### config.mk
export PLATFORM = sky130hd
export DESIGN_NAME = ext_mem_arbiter
export DESIGN_NICKNAME = d
export VERILOG_FILES = /design/src/rtl/ext_mem_arbiter.sv
export SDC_FILE = /design/constraint.sdc
export NUM_CORES = 2
export LEC_CHECK = 0
export BUFFER_PORTS_ARGS = -buffer_cell sky130_fd_sc_hd__buf_2
export CAP_MARGIN = 20
export CORE_AREA = 4 4 636 638
export DETAILED_ROUTE_END_ITERATION = 6
export DIE_AREA = 0 0 640 642
export PLACE_DENSITY = 0.3
export SLEW_MARGIN = 20
export SYNTH_ARGS = -nofsm -noshare
export SYNTH_HDL_FRONTEND = slang
export SYNTH_SLANG_ARGS = --single-unit
export TNS_END_PERCENT = 50
### constraint.sdc
create_clock -name clk -period 3.2 [get_ports clk]
set_input_delay 0.64 -clock clk [delete_from_list [all_inputs] [get_ports clk]]
set_output_delay 0.64 -clock clk [all_outputs]
set_load 0.02 [all_outputs]
### src/rtl/ext_mem_arbiter.sv
`default_nettype none
// +--------------------------------------------------------------------------+
// | Module   : ext_mem_arbiter                                               |
// | Brief    : Round-robin arbiter sharing one line-fill bus between I$/D$.  |
// | Revision : 1.0                                                           |
// +--------------------------------------------------------------------------+
module ext_mem_arbiter #(
  parameter int ADDR_WIDTH = 32,
  parameter int LINE_WIDTH = 512,
  parameter int TIMEOUT    = 1024
) (
  input  logic                  clk,
  input  logic                  rst,

  input  logic                  req0_addr_valid,
  input  logic [ADDR_WIDTH-1:0] req0_addr,
  output logic                  req0_data_ready,
  output logic [LINE_WIDTH-1:0] req0_data,
  output logic                  req0_err,

  input  logic                  req1_addr_valid,
  input  logic [ADDR_WIDTH-1:0] req1_addr,
  output logic                  req1_data_ready,
  output logic [LINE_WIDTH-1:0] req1_data,
  output logic                  req1_err,

  output logic                  mem_addr_valid,
  output logic [ADDR_WIDTH-1:0] mem_addr,
  input  logic                  mem_data_ready,
  input  logic [LINE_WIDTH-1:0] mem_data_i,

  output logic [1:0]            grant
);

  localparam int               CNT_W      = (TIMEOUT > 1) ? $clog2(TIMEOUT + 1) : 1;
  localparam logic             c_TMO_EN   = (TIMEOUT != 0);
  localparam logic [CNT_W-1:0] c_TMO_LAST = CNT_W'((TIMEOUT > 0) ? (TIMEOUT - 1) : 0);
  localparam logic [CNT_W-1:0] c_CNT_ONE  = CNT_W'(1);

  typedef enum logic [1:0] {
    S_IDLE    = 2'd0,
    S_ISSUE   = 2'd1,
    S_RELEASE = 2'd2
  } state_t;

  state_t                r_state, w_state_nxt;
  logic                  r_addr_valid, w_addr_valid_nxt;
  logic [ADDR_WIDTH-1:0] r_addr, w_addr_nxt;
  logic [1:0]            r_grant, w_grant_nxt;
  logic                  r_last, w_last_nxt;
  logic [CNT_W-1:0]      r_cnt, w_cnt_nxt;
  logic [LINE_WIDTH-1:0] r_data0, w_data0_nxt;
  logic [LINE_WIDTH-1:0] r_data1, w_data1_nxt;
  logic                  r_rdy0, w_rdy0_nxt;
  logic                  r_rdy1, w_rdy1_nxt;
  logic                  r_err0, w_err0_nxt;
  logic                  r_err1, w_err1_nxt;
  logic                  w_win;

  always_ff @(posedge clk or negedge rst) begin
    if (!rst) begin
      r_state      <= S_IDLE;
      r_addr_valid <= 1'b0;
      r_addr       <= '0;
      r_grant      <= 2'b00;
      r_last       <= 1'b1;
      r_cnt        <= '0;
      r_data0      <= '0;
      r_data1      <= '0;
      r_rdy0       <= 1'b0;
      r_rdy1       <= 1'b0;
      r_err0       <= 1'b0;
      r_err1       <= 1'b0;
    end else begin
      r_state      <= w_state_nxt;
      r_addr_valid <= w_addr_valid_nxt;
      r_addr       <= w_addr_nxt;
      r_grant      <= w_grant_nxt;
      r_last       <= w_last_nxt;
      r_cnt        <= w_cnt_nxt;
      r_data0      <= w_data0_nxt;
      r_data1      <= w_data1_nxt;
      r_rdy0       <= w_rdy0_nxt;
      r_rdy1       <= w_rdy1_nxt;
      r_err0       <= w_err0_nxt;
      r_err1       <= w_err1_nxt;
    end
  end

  always_comb begin
    w_state_nxt      = r_state;
    w_addr_valid_nxt = r_addr_valid;
    w_addr_nxt       = r_addr;
    w_grant_nxt      = r_grant;
    w_last_nxt       = r_last;
    w_cnt_nxt        = r_cnt;
    w_data0_nxt      = r_data0;
    w_data1_nxt      = r_data1;
    w_rdy0_nxt       = 1'b0;
    w_rdy1_nxt       = 1'b0;
    w_err0_nxt       = 1'b0;
    w_err1_nxt       = 1'b0;
    w_win            = 1'b0;

    case (r_state)
      S_IDLE: begin
        if (req0_addr_valid || req1_addr_valid) begin
          // w_win is the winning port index; on a conflict the port not served last wins
          w_win            = (req0_addr_valid && req1_addr_valid) ? ~r_last : req1_addr_valid;
          w_addr_nxt       = w_win ? req1_addr : req0_addr;
          w_grant_nxt      = w_win ? 2'b10 : 2'b01;
          w_last_nxt       = w_win;
          w_addr_valid_nxt = 1'b1;
          w_cnt_nxt        = '0;
          w_state_nxt      = S_ISSUE;
        end
      end

      S_ISSUE: begin
        if (mem_data_ready) begin
          if (r_grant[1]) begin
            w_data1_nxt = mem_data_i;
            w_rdy1_nxt  = 1'b1;
          end else begin
            w_data0_nxt = mem_data_i;
            w_rdy0_nxt  = 1'b1;
          end
          w_addr_valid_nxt = 1'b0;
          w_state_nxt      = S_RELEASE;
        end else if (c_TMO_EN && (r_cnt == c_TMO_LAST)) begin
          if (r_grant[1]) begin
            w_data1_nxt = '0;
            w_rdy1_nxt  = 1'b1;
            w_err1_nxt  = 1'b1;
          end else begin
            w_data0_nxt = '0;
            w_rdy0_nxt  = 1'b1;
            w_err0_nxt  = 1'b1;
          end
          w_addr_valid_nxt = 1'b0;
          w_state_nxt      = S_RELEASE;
        end else begin
          w_cnt_nxt = r_cnt + c_CNT_ONE;
        end
      end

      S_RELEASE: begin
        // a combinational responder may still be high from the previous request
        if (!mem_data_ready) begin
          w_grant_nxt = 2'b00;
          w_state_nxt = S_IDLE;
        end
      end

      default: begin
        w_state_nxt      = S_IDLE;
        w_addr_valid_nxt = 1'b0;
        w_grant_nxt      = 2'b00;
      end
    endcase
  end

  assign mem_addr_valid  = r_addr_valid;
  assign mem_addr        = r_addr;
  assign grant           = r_grant;
  assign req0_data       = r_data0;
  assign req1_data       = r_data1;
  assign req0_data_ready = r_rdy0;
  assign req1_data_ready = r_rdy1;
  assign req0_err        = r_err0;
  assign req1_err        = r_err1;

endmodule
`default_nettype wire

==> results by stage <==
Run status:
- The flow ran to the end, and the final reports show no timing, DRC or antenna violations.

Die:
- The total number of placement rows is 232.
- The core region is 0.399 mm².
- The die extent in y is 642 µm.
- The die covers 0.411 mm².
- The chip width is 640 µm.
- The boundary pin count is 1644.
- The starting density of the core is 9.65%.

Global route:
- The first global-routing pass estimated 368000 µm of wire.
- The initial antenna violation count is 42.
- Entering global routing, the biggest net connects 97 pins.
- The leftover overflow at the end of global routing is 0.
- Global routing consumed, over all layers together, 13.3% of the routing resources.
- The via count of the first global-routing pass is 34300.

Yosys:
- Of all cell types, the one taking the most synthesized area is sky130_fd_sc_hd__dfrtp_1.
- Sorting the synthesized cells by area gives the leading types as sky130_fd_sc_hd__dfrtp_1 70%, sky130_fd_sc_hd__a22o_1 23%, sky130_fd_sc_hd__buf_6 1.7%.
- The commonest register cell after synthesis is sky130_fd_sc_hd__dfrtp_1.
- Yosys mapped a number of flops with a built-in enable equal to 0.
- Synthesis handed over a netlist of 2522 instances.
- The post-synthesis async set-or-reset flop share is 100%.
- The number of nets produced by synthesis is 3104.
- Dividing the synthesized area by the synthesized cell count gives 15.3 µm².
- The most used standard cell by instance count after synthesis is sky130_fd_sc_hd__dfrtp_1.
- The combined area of all synthesized cells is 0.0385 mm².
- The count of synthesis-stage warnings from yosys is 0.
- By count the netlist is led by 1076 x sky130_fd_sc_hd__dfrtp_1, 1024 x sky130_fd_sc_hd__a22o_1, 90 x sky130_fd_sc_hd__buf_2, 77 x sky130_fd_sc_hd__clkbuf_1, 58 x sky130_fd_sc_hd__buf_6.
- The part of the Yosys area used for sequential elements is 70.0%.
- The synthesized design contains 1077 register bits.
- The synthesized design devotes to its leading area cell type 70.0% of total area.
- The number of different library cells in the post-synthesis netlist is 42.

Power and ir drop:
- The worst ir drop on vdd is 413 µV.
- The part of the total power dissipated in combinational logic is 44.1%.
- The switching power summed over all nets is 32.6 mW.
- Power spread over the standard cell area amounts to 1190 mW/mm².
- Net switching is 44.7% of the power.
- The internal power is 40.4 mW.
- The portion of total power attributed to sequential cells is 32.7%.
- The relative contribution of the clock network to total power is 23.2%.
- For this design the static power due to leakage is 29.1 nW.

Timing:
- The portion of the clock cycle consumed by the worst path in the final layout is 85.4%.
- The worst relative slew slack is 42.0%.
- The count of final setup violators is 0.
- For this run, the top clock speed supported by timing is 0.366 GHz.
- For the pin with the worst max-slew slack, the measured transition is 0.870 ns.
- Setup repair after global routing left no endpoint under its margin.
- The max-slew violation count is 0.
- The hold violation total from the final report was 0.
- The final setup TNS is 0 ns.
- The worst clock skew is 0.0395 ns.
- The worst hold-check slack is 0.116 ns.
- The smallest clock period supported by the final layout is computed as 2.73 ns.

Drt:
- Summing over every cut layer, the via total after detailed routing is 32900.
- The met3 wire length is 29000 µm.
- Detailed routing placed a total of 149000 µm of wire on met2.
- For this run, design rule violations remaining after detail routing come to 0.
- After detailed routing, the average wire length per cell comes to 28.8 µm.
- The ratio of routed vias to standard cells is 3.32.
- In the final routing, the length of wire on met1 measures 102000 µm.
- The detailed router used layers up to and including met5.
- For this block, the routed nets add up to 286000 µm of wire.
- The first routing iteration left 1983 violations.
- The number of optimization iterations in the first detailed-route pass is 5.
- The count of nets left with antenna violations once routing finished came out at 0.

Critical path:
- The most critical setup path has its endpoint at req1_data[188].
- STA puts the critical path data required time at 3.93 ns.
- In this run the worst path has a maximum fanout of 47.
- The startpoint type of the worst setup path is a register.
- Tracing the worst setup path back leads to its startpoint at r_cnt[0].
- The capture point of the worst reg-to-reg path is req1_data[188].
- The endpoint arrival time on the critical path is 3.46 ns.
- The number of cells on the worst reg-to-reg path is 7.
- The startpoint of the worst-slack reg-to-reg timing path is r_cnt[0].
- The sort of element at the end of the critical path is a register.
- The critical path class is reg2reg.
- The worst reg-to-reg setup slack is 0.47 ns.

Clock network:
- The total number of clock tree sinks is 1077.
- The register clock-pin slew on the reported worst setup and hold paths is 0.06 ns.
- The TritonCTS clock tree is yes.
- The TritonCTS buffer count is 146.
- The total of cells resized after clock tree synthesis is 0.
- The maximum buffer depth of the clock tree is 4.
- At the later pin of the worst-skew pair, clock insertion delay measures 0.82 ns.
- The cell at the root of the clock tree is sky130_fd_sc_hd__clkbuf_16.
- The number of H-tree branching levels is 4.

Layout:
- Compared with the post-synthesis result, the final layout area differs by 59.8%.
- The total of fill cells in the finished design is 44600.
- The layout net count is 5107.
- Of the cells placed in the final design, the portion with a size suffix greater than 1 is 43.7%.
- The cell area after layout is 0.0615 mm².

Placed design:
- The final weighted congestion of routability-driven global placement is 0.860.
- The total of buffers placed on input and output ports is 1643.
- The area of placed instances is 0.0536 mm².
- After legalization and detailed placement, the total HPWL measured 237000 µm.

Job:
- Across the run, the number of max-cap violations was 0.

Worst hold path:
- The path class of the tightest hold or removal check is in2reg.
==> per-layer routing <==
layer	vias to the layer above	GRT usage [%]
met2	1361	24.3
met5	-	0
met1	17400	14.1
met3	304	5.78
li1	13800	-
met4	10	2.76
==> flip-flops by register name, summed over array words and instances (netlist names), 2 cells and up <==
name and flops:
req0_data 512, req1_data 512, mem_addr 32, r_cnt 11, grant 2, r_state 2
==> critical path, cell delays in order, from the launching register on <==
cell	delay, ns
sky130_fd_sc_hd__dfrtp_1	0.42
sky130_fd_sc_hd__ha_1	0.24
sky130_fd_sc_hd__and3_1	0.25
sky130_fd_sc_hd__a31oi_1	0.48
sky130_fd_sc_hd__or2_4	0.26
sky130_fd_sc_hd__buf_12	0.23
sky130_fd_sc_hd__buf_4	0.33
sky130_fd_sc_hd__a22o_1	0.18
==> worst min path at each step <==
stage,from,slack [ns],end,depth (start not counted)
after floorplan,rst,0.34,grant[0],0
after global placement,mem_addr[21],0.46,mem_addr[21],2
after detailed placement,mem_addr[25],0.47,mem_addr[25],2
after CTS,mem_data_i[235],0.00006,req1_data[235],2
after global routing,mem_data_i[450],0.03,req1_data[450],2
final,mem_data_i[448],0.12,req0_data[448],2
==> cell type report <==
type	instances	area, µm²	area share (%)
Antenna cell	16	40.0	0.0651
Clock inverter	51	656	1.07
Inverter	7	26.3	0.0427
Multi-Input combinational cell	1196	10100	16.4
Timing Repair Buffer	2097	13000	21.1
Tap cell	5265	6590	10.7
Clock buffer	207	4180	6.79
Sequential cell	1077	27000	43.8
==> cell families after synthesis <==
kind of cell	share of synthesized area, %
compound gates	24.1
xor+xnor	0.0228
simple gates	0.972
mux	0.910
buf+inv	3.87
flops	70.0
fa+ha+maj	0.0325
==> repair_timing <==
item	in CTS	in global routing
setup endpoints to repair	0	0
buffers inserted	0	0
hold buffers	303	0
endpoints found under the hold margin	569	0
==> through the flow <==
stage	total power, mW	worst slack [ns]	util (%)	instances
finish	73.0	0.467	15.4	9916
global route	76.9	0.311	15.4	9906
CTS	75.1	0.419	15.4	9900
detailed placement	57.2	0.452	13.4	9339
global placement	57.2	0.478	13.4	9339
floorplan	39.1	1.30	-	2522
==> power by group through the flow <==
| stage | logic [mW] | registers [mW] | clock network (mW) |
|---|---|---|---|
| detailed placement | 33.2 | 24.0 | 0 |
| floorplan | 8.42 | 30.6 | 0 |
| global placement | 33.1 | 24.1 | 0 |
| finish | 32.2 | 23.9 | 16.9 |
| global route | 34.3 | 24.6 | 18.0 |
| CTS | 33.6 | 24.0 | 17.6 |
==> layout by cell type, fill, tap and decap left out, types with 3 or more instances in the layout <==
cell / instances
sky130_fd_sc_hd__inv_1: 7
sky130_fd_sc_hd__clkbuf_16: 148
sky130_fd_sc_hd__dlygate4sd3_1: 303
sky130_fd_sc_hd__clkinvlp_4: 5
sky130_fd_sc_hd__clkinv_4: 3
sky130_fd_sc_hd__bufinv_16: 10
sky130_fd_sc_hd__or3_1: 4
sky130_fd_sc_hd__nand2_1: 43
sky130_fd_sc_hd__buf_4: 104
sky130_fd_sc_hd__inv_16: 4
sky130_fd_sc_hd__inv_6: 5
sky130_fd_sc_hd__o21ai_0: 35
sky130_fd_sc_hd__diode_2: 16
sky130_fd_sc_hd__clkbuf_1: 34
sky130_fd_sc_hd__buf_12: 47
sky130_fd_sc_hd__nand2b_1: 5
sky130_fd_sc_hd__a22o_1: 1024
sky130_fd_sc_hd__nor2_1: 4
sky130_fd_sc_hd__o211ai_1: 3
sky130_fd_sc_hd__clkbuf_8: 25
sky130_fd_sc_hd__mux2i_1: 35
sky130_fd_sc_hd__o22ai_1: 3
sky130_fd_sc_hd__nand3_1: 9
sky130_fd_sc_hd__dfrtp_1: 1076
sky130_fd_sc_hd__a21oi_1: 4
sky130_fd_sc_hd__buf_2: 1642
sky130_fd_sc_hd__clkinv_2: 21
Note: power is estimated with default switching activity, not from simulation.
